### src/rtl/pio_pkg.sv
// Shared register map, address type and bus helpers for the Avalon-MM PIO peripheral.
package pio_pkg;

    localparam int unsigned BUS_W = 32;

    typedef logic [2:0] pio_addr_t;

    localparam pio_addr_t ADDR_DATA_IN   = 3'd0;
    localparam pio_addr_t ADDR_DATA_OUT  = 3'd1;
    localparam pio_addr_t ADDR_OUT_SET   = 3'd2;
    localparam pio_addr_t ADDR_OUT_CLR   = 3'd3;
    localparam pio_addr_t ADDR_IRQ_MASK  = 3'd4;
    localparam pio_addr_t ADDR_EDGE_CAP  = 3'd5;
    localparam pio_addr_t ADDR_EDGE_RISE = 3'd6;
    localparam pio_addr_t ADDR_EDGE_FALL = 3'd7;

    // Keep only the low 'width' bits so narrow registers read back zero-extended.
    function automatic logic [BUS_W-1:0] zext32(input logic [BUS_W-1:0] val,
                                               input int unsigned width);
        logic [BUS_W-1:0] mask;
        mask = (width >= BUS_W) ? '1 : ((BUS_W'(1) << width) - BUS_W'(1));
        return val & mask;
    endfunction

endpackage

### src/rtl/pio_debouncer.sv
// Single-bit debouncer: dout follows din only after din has differed from dout
// for DEB_CYCLES consecutive cycles.
module pio_debouncer #(
    parameter int unsigned DEB_CYCLES = 50000
) (
    input  logic clk,
    input  logic reset,
    input  logic din,
    output logic dout
);

    localparam int unsigned CNT_W = (DEB_CYCLES > 1) ? $clog2(DEB_CYCLES) : 1;
    localparam logic [CNT_W-1:0] CNT_MAX = CNT_W'(DEB_CYCLES - 1);

    logic [CNT_W-1:0] cnt_q, cnt_d;
    logic             dout_q, dout_d;

    // Counter runs only while the input disagrees; any agreement restarts it.
    always_comb begin
        cnt_d  = '0;
        dout_d = dout_q;
        if (din != dout_q) begin
            if (cnt_q == CNT_MAX) begin
                dout_d = din;
            end else begin
                cnt_d = cnt_q + CNT_W'(1);
            end
        end
    end

    always_ff @(posedge clk) begin
        if (reset) begin
            cnt_q  <= '0;
            dout_q <= 1'b0;
        end else begin
            cnt_q  <= cnt_d;
            dout_q <= dout_d;
        end
    end

    assign dout = dout_q;

endmodule

### src/rtl/avmm_pio_irq.sv
// Avalon-MM PIO with synchronised inputs, per-bit edge capture, atomic set/clear outputs
// and a level IRQ. Define PIO_DEBOUNCE_EN to insert a pio_debouncer on every input bit.
module avmm_pio_irq
    import pio_pkg::*;
#(
    parameter int unsigned          IN_WIDTH   = 10,
    parameter int unsigned          OUT_WIDTH  = 10,
    parameter logic [OUT_WIDTH-1:0] OUT_RESET  = '0,
    parameter int unsigned          DEB_CYCLES = 50000
) (
    input  logic                 clk,
    input  logic                 reset,
    input  logic [2:0]           address,
    input  logic                 read,
    input  logic                 write,
    input  logic [31:0]          writedata,
    output logic [31:0]          readdata,
    input  logic [IN_WIDTH-1:0]  pio_in,
    output logic [OUT_WIDTH-1:0] pio_out,
    output logic                 irq
);

    logic [IN_WIDTH-1:0]  sync1_q, sync2_q, cond_c, cond_d1_q;
    logic [IN_WIDTH-1:0]  mask_q, mask_d, cap_q, cap_d, rise_q, rise_d, fall_q, fall_d;
    logic [IN_WIDTH-1:0]  cap_set_c, w1c_c, wd_in_c;
    logic [OUT_WIDTH-1:0] out_q, out_d, wd_out_c;
    logic [31:0]          rdata_q, rd_val_c;
    logic                 irq_q, irq_d;
    logic                 unused_wd;

    assign unused_wd = ^writedata;
    assign wd_in_c   = writedata[IN_WIDTH-1:0];
    assign wd_out_c  = writedata[OUT_WIDTH-1:0];

`ifdef PIO_DEBOUNCE_EN
    for (genvar i = 0; i < IN_WIDTH; i++) begin : g_deb
        pio_debouncer #(
            .DEB_CYCLES(DEB_CYCLES)
        ) u_deb (
            .clk  (clk),
            .reset(reset),
            .din  (sync2_q[i]),
            .dout (cond_c[i])
        );
    end
`else
    localparam int unsigned UNUSED_DEB_CYCLES = DEB_CYCLES;
    assign cond_c = sync2_q;
`endif

    assign cap_set_c = (cond_c & ~cond_d1_q & rise_q) | (~cond_c & cond_d1_q & fall_q);

    // Register-file next state; a capture in the same cycle as its W1C wins.
    always_comb begin
        out_d  = out_q;
        mask_d = mask_q;
        rise_d = rise_q;
        fall_d = fall_q;
        w1c_c  = '0;
        if (write) begin
            case (pio_addr_t'(address))
                ADDR_DATA_OUT:  out_d  = wd_out_c;
                ADDR_OUT_SET:   out_d  = out_q | wd_out_c;
                ADDR_OUT_CLR:   out_d  = out_q & ~wd_out_c;
                ADDR_IRQ_MASK:  mask_d = wd_in_c;
                ADDR_EDGE_CAP:  w1c_c  = wd_in_c;
                ADDR_EDGE_RISE: rise_d = wd_in_c;
                ADDR_EDGE_FALL: fall_d = wd_in_c;
                default: ;
            endcase
        end
        cap_d = (cap_q & ~w1c_c) | cap_set_c;
        irq_d = |(cap_q & mask_q);
    end

    // Read mux samples pre-write state, so read+write returns the old value.
    always_comb begin
        rd_val_c = '0;
        case (pio_addr_t'(address))
            ADDR_DATA_IN:   rd_val_c = zext32(32'(cond_c), IN_WIDTH);
            ADDR_DATA_OUT:  rd_val_c = zext32(32'(out_q), OUT_WIDTH);
            ADDR_IRQ_MASK:  rd_val_c = zext32(32'(mask_q), IN_WIDTH);
            ADDR_EDGE_CAP:  rd_val_c = zext32(32'(cap_q), IN_WIDTH);
            ADDR_EDGE_RISE: rd_val_c = zext32(32'(rise_q), IN_WIDTH);
            ADDR_EDGE_FALL: rd_val_c = zext32(32'(fall_q), IN_WIDTH);
            default:        rd_val_c = '0;
        endcase
    end

    always_ff @(posedge clk) begin
        if (reset) begin
            sync1_q   <= '0;
            sync2_q   <= '0;
            cond_d1_q <= '0;
            out_q     <= OUT_RESET;
            mask_q    <= '0;
            cap_q     <= '0;
            rise_q    <= '0;
            fall_q    <= '0;
            irq_q     <= 1'b0;
            rdata_q   <= '0;
        end else begin
            sync1_q   <= pio_in;
            sync2_q   <= sync1_q;
            cond_d1_q <= cond_c;
            out_q     <= out_d;
            mask_q    <= mask_d;
            cap_q     <= cap_d;
            rise_q    <= rise_d;
            fall_q    <= fall_d;
            irq_q     <= irq_d;
            if (read) begin
                rdata_q <= rd_val_c;
            end
        end
    end

    assign readdata = rdata_q;
    assign pio_out  = out_q;
    assign irq      = irq_q;

endmodule

### config.mk
export PLATFORM = sky130hd
export DESIGN_NAME = avmm_pio_irq
export DESIGN_NICKNAME = d
export VERILOG_FILES = /design/src/rtl/pio_pkg.sv /design/src/rtl/pio_debouncer.sv /design/src/rtl/avmm_pio_irq.sv
export SDC_FILE = /design/constraint.sdc
export NUM_CORES = 1
export LEC_CHECK = 0
export BUFFER_PORTS_ARGS = -buffer_cell sky130_fd_sc_hd__buf_2
export CAP_MARGIN = 10
export CORE_MARGIN = 2
export CORE_UTILIZATION = 57
export DETAILED_ROUTE_END_ITERATION = 12
export PLACE_DENSITY_LB_ADDON = 0.25
export SYNTH_ARGS = -nofsm -noshare
export SYNTH_HDL_FRONTEND = slang
export SYNTH_SLANG_ARGS = --single-unit
### constraint.sdc
create_clock -name clk -period 2 [get_ports clk]
set_input_delay 0.1 -clock clk [delete_from_list [all_inputs] [get_ports clk]]
set_output_delay 0.1 -clock clk [all_outputs]
set_load 0.05 [all_outputs]
==> impl_results.md, run 1 <==
* Unique masters post-synth at 43
* Post-DP HPWL at 6135 um
* Synth Area in Simple Gates at 20.95%
* Area Overhead vs Synth at 14.60%
* Sequential area share after synthesis at 46.94%
* Initial antenna violation count at 0
* Post-synthesis mux area share at 7.221%
* Hold Slack at -0.0002360 ns
* DR WL/cell at 15.72 um
* Number of diodes at 0
* Post-Synth XOR/XNOR Area at 0%
* Pins Over Slew Limit at 0
* Worst setup EP type: flop
* Port Buffers at 47
* Gpl congestion at 0.8464
* Row cnt at 30
* Root Driver: clkbuf_8
* CTS tree: built
* WS Path Type: flop to flop
* Gr usage total at 25.22%
* # Post-CTS Setup Buffers at 0
* Largest net degree at the start of global routing at 68
* Clk Latency, worst-skew pair at 0.36 ns
* Clock Sinks at 91
* Fmax at 844.5 MHz
* HP Class: input port to flop
* Largest family of logic cells by synthesized area: simple AND/OR/NAND/NOR gates
* Compound-Gate Fraction of Synth Area at 16.86%
* DRC at 0
* Starting Density at 58.09%
* Most common library cells after synthesis: dfxtp_1, nand2_1, a21oi_1, nor2b_1, mux2i_1
* Count leader, synth: dfxtp_1
* Share of cells above drive strength 1 at 17.66%
* PwrDens at 828.4 nW/um^2
* Dominant synthesized flop cell: dfxtp_1
* RSZ-0062 raised after global routing: no
* Hold Vio Cnt, Final at 1
* Post-Synth Adder-Cell Area at 0%
* Clk_skew at 0.005413 ns
* Core box area at 6681 sq um
* # IOs at 92
* Crit path required time at 2.23 ns
* Max Root-Sink Buffers at 2
* Worst vdd ir at 0.4796 mV
* Failing checks: hold timing
* Post-route ant nets at 0
* Number of synthesized register bits at 91
* Crit path arrival time at 1.41 ns
* Worst setup SP type: flop
* Die Area at 7485 sq um
* Die Width at 86.52 um
* Initial DRC Count at 241
* CP max FO at 3
* Finished Core Util at 66.57%
* Min cycle time layout at 1.184 ns
* Vias per cell at 5.666
* Number of global-route vias before repair at 2943
* Yosys top cell area share at 46.94%
* P_leak at 1.761 nW
* First-pass DRT Iterations at 5
* Async set-reset flop share out of synthesis at 0%
* Cells taking the most area after synthesis: dfxtp_1, nand2_1, mux2i_1
* First-pass GRT wire length at 14530 um
* DR vias at 3309
* Post-Syn Area at 3881 sq um
* Setup TNS at 0 ns
* Register-to-Register Path Depth at 3
* Slew headroom at 63.73%
* Final setup fails at 0
* Tcrit/Tclk final at 59.20%
* Leading area contributor after synthesis: dfxtp_1
* Clk slew on worst S/H paths at 0.09 ns
* Hold path cells at 2
* H-Tree Depth at 3
* Die H at 86.52 um
* Synthesized area per cell at 8.861 sq um
* Syn Inst Count at 438
* Final WL at 9182 um
* Syn. warnings at 0
* Max Cap Viol at 0
* Number of synthesized flops with an enable pin at 0
* CTS buffer count at 9
* Status: finished with violations
* Worst-Margin Slew at 0.5425 ns
* Fin nets at 548
* Global route overflow at 0
-- worst max-delay path, stage by stage (launching register included) --
cell and delay (ns):
dfxtp_1 0.33, a22o_1 0.25, a221oi_1 0.31, a31oi_1 0.16
-- per-layer routing --
metal	wire length (um)	vias up	track usage (%)
met3	668	22	5.048
met1	4099	1554	35.27
li1	-	1589	-
met5	0	-	0
met4	226	0	11.65
met2	4188	144	37.62
-- layout by cell type (no fill, tap or decap), drive strengths merged, types with 11 or more instances in the layout --
cell and count:
a21oi 43, a22oi 11, buf 62, clkbuf 11, conb 22, dfxtp 91
dlygate4sd3 12, mux2i 28, nand2 86, nand3b 11, nor2 22, nor2b 31
o21ai 19, o22ai 16
-- cell families (layout without fill, tap and decap cells) --
| kind of cell | Yosys count | count (layout) |
|---|---|---|
| and+or+nand+nor | 164 | 164 |
| AOI/OAI and AO/OA | 108 | 108 |
| other | 1 | 22 |
| DFF | 91 | 91 |
| muxes | 28 | 28 |
| buffers and inverters | 46 | 91 |
-- area by class of cell --
| cell class | count | area (sq um) |
|---|---|---|
| Sequential cell | 91 | 1822 |
| Clock inverter | 5 | 60.06 |
| Timing Repair Buffer | 74 | 480.5 |
| Clock buffer | 11 | 151.4 |
| Tap cell | 80 | 100.1 |
| Multi-Input combinational cell | 322 | 1831 |
| Fill cell | 555 | 2233 |
| Inverter | 1 | 3.754 |
-- through the flow --
step                hold slack, ns  worst slack [ns]  power, W  cell area, sq um  cells
finish                  -0.0002360            0.8159  0.003685              4448    584
global route              0.006889            0.7675  0.003817              4448    584
CTS                      0.0006008            0.8235  0.003688              4448    584
detailed placement          0.3139            0.4896  0.002404              4116    556
global placement            0.3065            0.5644  0.002395              4116    556
floorplan                   0.1996            0.7598  0.002320              3960    459
-- repair_timing --
item                                    in CTS  in global routing
hold buffers                                12                  0
gates resized for setup                      0                  0
endpoints found under the setup margin       0                  0
endpoints found under the hold margin       12                  0
-- worst paths after layout --
| check | slack, ns | from | endpoint |
|---|---|---|---|
| hold reg to reg | 0.44 | sync1_q[9]$_SDFF_PP0_ | cond_c[9]$_SDFF_PP0_ |
| setup / recovery | 0.82 | cap_q[3]$_SDFF_PP0_ | irq$_SDFF_PP0_ |
| setup reg to reg | 0.82 | cap_q[3]$_SDFF_PP0_ | irq$_SDFF_PP0_ |
| hold / removal | -0.0002 | writedata[3] | pio_out[3]$_SDFFE_PP0P_ |
-- where the power goes --
group	leakage [nW]	internal, W	total, W	switching [W]
Clock	0.106	0.000650	0.00130	0.000650
Sequential	0.742	0.00187	0.00190	0.0000356
Combinational	0.913	0.000142	0.000480	0.000339
No activity file was read; power rests on OpenSTA's default activity.
==> inputs of run 2 (changes only) <==
--- a/config.mk
+++ b/config.mk
@@ -8,7 +8,7 @@
 export BUFFER_PORTS_ARGS = -buffer_cell sky130_fd_sc_hd__buf_2
 export CAP_MARGIN = 10
 export CORE_MARGIN = 2
-export CORE_UTILIZATION = 57
+export CORE_UTILIZATION = 53
 export DETAILED_ROUTE_END_ITERATION = 12
 export PLACE_DENSITY_LB_ADDON = 0.25
 export SYNTH_ARGS = -nofsm -noshare
==> constraint.sdc (replaced) <==
create_clock -name clk -period 1.12 [get_ports clk]
set_input_delay 0.056 -clock clk [delete_from_list [all_inputs] [get_ports clk]]
set_output_delay 0.056 -clock clk [all_outputs]
set_load 0.05 [all_outputs]
==> impl_results.md, run 2 (synthesis results as in run 1) <==
* RSZ-0062 raised after global routing: no
* Hold Slack at 0.07124 ns
* Worst hold start: read
* Reg-to-reg endpoint: irq$_SDFF_PP0_
* DR WL/cell at 15.26 um
* P_leak at 1.926 nW
* # Post-CTS Setup Buffers at 0
* Worst vdd ir at 1.024 mV
* R2R setup slack at 0.06 ns
* Crit path largest cell delay at 0.38 ns
* Final WL at 9672 um
* DRC at 0
* Core box area at 7176 sq um
* Number of global-route vias before repair at 3078
* Clk_skew at 0.009812 ns
* Worst path cell trace: buf_2
* Clock Sinks at 91
* Largest net degree at the start of global routing at 37
* Fin nets at 579
* Crit path arrival time at 1.03 ns
* Most common cell after layout, fill and taps aside: nand2_1
* PwrDens at 1347 nW/um^2
* First-pass GRT wire length at 15010 um
* Placed Area at 4362 sq um
* H-Tree Depth at 3
* # IOs at 92
* Global route overflow at 0
* Area Overhead vs Synth at 22.76%
* CP Buf/Inv Count at 1
* Hold path cells at 3
* CP max-delay cell: dfxtp_1
* HP Class: input port to flop
* Final Power at 0.006418 W
* Final setup fails at 0
* Worst setup SP type: flop
* DR vias at 3450
* CP top delay family: flip-flops
* Root Driver: clkbuf_8
* WS Path Type: flop to output port
* Crit path required time at 1.06 ns
* Vias per cell at 5.442
* Die Width at 89.58 um
* Post-route ant nets at 0
* Row cnt at 31
* CP max FO at 2
* Gpl congestion at 0.9313
* Finished Core Util at 66.40%
* Number of diodes at 0
* Die Area at 8024 sq um
* Most frequent cells in the layout: nand2_1, dfxtp_1, buf_2, a21oi_1, buf_4
* Tcrit/Tclk final at 96.66%
* Hold Crit Endpoint: readdata[9]$_SDFFE_PP0P_
* Fmax at 923.7 MHz
* Initial DRC Count at 198
* Setup TNS at 0 ns
* Register-to-Register Path Depth at 3
* Port Buffers at 47
* Post-DP HPWL at 6734 um
* Gr usage total at 24.98%
* Worst setup EP type: output port
* Clk Latency, worst-skew pair at 0.36 ns
* Design area at 4765 sq um
* Die H at 89.58 um
* Pins Over Slew Limit at 0
* CTS tree: built
* RR Startpoint: cap_q[3]$_SDFF_PP0_
* Clk slew on worst S/H paths at 0.08 ns
* First-pass DRT Iterations at 5
* Max Root-Sink Buffers at 2
* Initial antenna violation count at 0
* Status: finished clean
* Min cycle time layout at 1.083 ns
* Share of cells above drive strength 1 at 23.18%
* Max Cap Viol at 0
* Starting Density at 54.09%
* Hold Vio Cnt, Final at 0
* CTS buffer count at 9
run 2: changes by cell type in the layout (fill, tap and decap cells not counted), moves of 2 or more:
cell / delta
clkinv_2: +2
buf_12: +3
a221oi_1: -2
dfxtp_2: +10
dlygate4sd3_1: +8
a221oi_2: +2
dfxtp_1: -10
buf_4: +20
run 2: layout make-up:
class	count	area [sq um]
well taps	99	123.9
inverters	1	3.754
clock inverters	4	23.77
fillers	598	2411
clock buffers	12	165.2
repair buffers	105	770.7
flip-flops and latches	91	1834
multi-input cells	322	1843
run 2: layer usage:
layer | global-route usage (%) | vias up | part of all wire [%] | routed length (um)
met5 | 0 | - | 0 | 0
met4 | 10.99 | 0 | 2.0 | 194
met3 | 4.936 | 19 | 6.9 | 668
met2 | 38.64 | 148 | 45 | 4315
met1 | 33.94 | 1623 | 46 | 4494
li1 | - | 1660 | - | -
run 2: tightest hold or removal path: stages:
cell	delay (ns)
buf_2	0.18
nor2_1	0.11
nor3_1	0.05
run 2: worst max path at each step:
stage | slack [ns] | depth (start not counted) | end | from
after CTS | 0.01 | 3 | irq$_SDFF_PP0_ | cap_q[7]$_SDFF_PP0_
after global placement | -0.03 | 3 | irq$_SDFF_PP0_ | cap_q[3]$_SDFF_PP0_
after floorplan | 0.02 | 4 | readdata[9]$_SDFFE_PP0P_ | pio_out[9]$_SDFFE_PP0P_
after global routing | 0.001 | 3 | irq$_SDFF_PP0_ | cap_q[3]$_SDFF_PP0_
after detailed placement | -0.06 | 4 | pio_out[3]$_SDFFE_PP0P_ | address[0]
final | 0.04 | 1 | readdata[5] | readdata[5]$_SDFFE_PP0P_
run 2: report_power, final:
part           switching (W)  internal (W)  total, W
sequential         0.0000654       0.00334   0.00340
combinational       0.000625      0.000314  0.000939
clock                0.00109      0.000981   0.00207
run 2: timing repair:
| action | CTS | global route |
|---|---|---|
| gates resized for setup | 1 | 2 |
| pin swaps | 0 | 1 |
| endpoints found under the setup margin | 1 | 1 |
| gates cloned | 0 | 0 |
| hold endpoints to repair | 50 | 0 |
| hold buffers | 20 | 0 |
run 2: stage by stage:
step | setup slack, ns | cells
detailed placement | -0.05535 | 598
finish | 0.03743 | 634
global route | 0.001105 | 634
floorplan | 0.01717 | 459
CTS | 0.01498 | 634
global placement | -0.02593 | 598
==> inputs of run 3 (changes only) <==
--- a/config.mk
+++ b/config.mk
@@ -7,8 +7,10 @@
 export LEC_CHECK = 0
 export BUFFER_PORTS_ARGS = -buffer_cell sky130_fd_sc_hd__buf_2
 export CAP_MARGIN = 10
+export CELL_PAD_IN_SITES_DETAIL_PLACEMENT = 1
+export CELL_PAD_IN_SITES_GLOBAL_PLACEMENT = 2
 export CORE_MARGIN = 2
-export CORE_UTILIZATION = 53
+export CORE_UTILIZATION = 31
 export DETAILED_ROUTE_END_ITERATION = 12
 export PLACE_DENSITY_LB_ADDON = 0.25
 export SYNTH_ARGS = -nofsm -noshare
==> impl_results.md, run 3 (synthesis results as in run 1) <==
* Number of diodes at 0
* Crit path largest cell delay at 0.38 ns
* Worst path cell trace: buf_2
* Root Driver: clkbuf_16
* Post-DP HPWL at 8453 um
* Number of global-route vias before repair at 3423
* Clk Latency, worst-skew pair at 0.35 ns
* Sw Ratio at 27.64%
* CP max-delay cell: dfxtp_1
* Register share of total power at 46.6%
* First-pass GRT wire length at 18600 um
* Final WL at 11810 um
* Clk slew on worst S/H paths at 0.07 ns
* Fmax at 933.1 MHz
* Crit path arrival time at 1.02 ns
* CTS buffer count at 9
* Row cnt at 40
* Global route overflow at 0
* Logic gate share of total power at 13.4%
* Post-route ant nets at 0
* Pins Over Slew Limit at 0
* Final setup fails at 0
* Port Buffers at 47
* # IOs at 92
* Worst vdd ir at 0.6481 mV
* Largest net degree at the start of global routing at 42
* Hold Vio Cnt, Final at 0
* Clk_skew at 0.007677 ns
* Initial antenna violation count at 0
* Fin nets at 591
* DRC at 0
* Pint at 0.005298 W
* HP Class: input port to flop
* Crit path required time at 1.06 ns
* WS Path Type: flop to output port
* Dpl cells at 679
* Share of cells above drive strength 1 at 24.31%
* Post-Layout Cell Count at 715
* DR WL/cell at 16.52 um
* Area Overhead vs Synth at 29.82%
* Clk pwr share at 40.0%
* Die Area at 13430 sq um
* Worst setup EP type: output port
* Starting Density at 32.05%
* Core box area at 12110 sq um
* Vias per cell at 4.766
* DR vias at 3408
* Gr usage total at 18.75%
* CP max FO at 2
* CTS tree: built
* # Post-CTS Setup Buffers at 0
* First-pass DRT Iterations at 4
* Die H at 115.9 um
* Min cycle time layout at 1.072 ns
* PwrDens at 1453 nW/um^2
* Setup TNS at 0 ns
* Tcrit/Tclk final at 95.68%
* Clock Sinks at 91
* RSZ-0062 raised after global routing: no
* Max Cap Viol at 0
* Initial DRC Count at 140
* CP Buf/Inv Count at 1
* Most frequent cells in the layout: nand2_1, dfxtp_1, buf_2, buf_4, a21oi_1
* Status: finished clean
* H-Tree Depth at 3
* Filler Cell Count at 1473
* CP top delay family: flip-flops
* Die Width at 115.9 um
* P_leak at 2.017 nW
* Switching pwr at 0.002023 W
* Max Root-Sink Buffers at 2
* Hold Slack at 0.09228 ns
* Gpl congestion at 0.8185
* Worst setup SP type: flop
* Most common cell after layout, fill and taps aside: nand2_1
==> run 3: routing by layer <==
metal  global-route usage, %  routed length (um)
met1                   25.49                5884
met2                   29.40                5321
met3                   3.870                 427
met4                   7.063                 180
met5                       0                   0
==> run 3: power groups by stage <==
| stage | clock [W] | combinational (W) | sequential (W) |
|---|---|---|---|
| after floorplan | 0 | 0.000561 | 0.00359 |
| after global placement | 0 | 0.000914 | 0.00348 |
| after detailed placement | 0 | 0.000929 | 0.00348 |
| after CTS | 0.00302 | 0.000985 | 0.00341 |
| after global routing | 0.00317 | 0.00105 | 0.00342 |
| final | 0.00293 | 0.000981 | 0.00341 |
==> run 3: metrics by stage <==
stage / cell area (sq um) / power [W] / utilization (%) / worst slack, ns
after floorplan: 3971 / 0.004147 / - / 0.01717
after CTS: 5032 / 0.007413 / 41.55 / 0.003329
after global routing: 5039 / 0.007641 / 41.60 / 0.005034
after global placement: 4551 / 0.004393 / 37.57 / -0.04406
final: 5039 / 0.007321 / 41.60 / 0.04834
after detailed placement: 4551 / 0.004411 / 37.57 / -0.04809
==> run 3: path summary, 6_finish.rpt <==
check,slack (ns),cells past startpoint,to,start
max reg2reg,0.07,4,irq$_SDFF_PP0_,cap_q[3]$_SDFF_PP0_
min reg2reg,0.44,1,cond_c[4]$_SDFF_PP0_,sync1_q[4]$_SDFF_PP0_
min,0.09,3,readdata[9]$_SDFFE_PP0P_,read
max,0.05,1,readdata[2],readdata[2]$_SDFFE_PP0P_
==> run 3: layout make-up <==
class / count / area (sq um) / area share [%]
Inverter: 1 / 3.754 / 0.07450
Multi-Input combinational cell: 322 / 1837 / 36.45
Timing Repair Buffer: 117 / 873.3 / 17.33
Clock inverter: 4 / 25.02 / 0.4966
Tap cell: 168 / 210.2 / 4.172
Clock buffer: 12 / 256.5 / 5.091
Sequential cell: 91 / 1833 / 36.38
==> run 3: timing repair <==
item	in CTS	in global routing
setup endpoints to repair	0	1
hold buffers	20	0
endpoints found under the hold margin	39	0
resized for setup	0	1
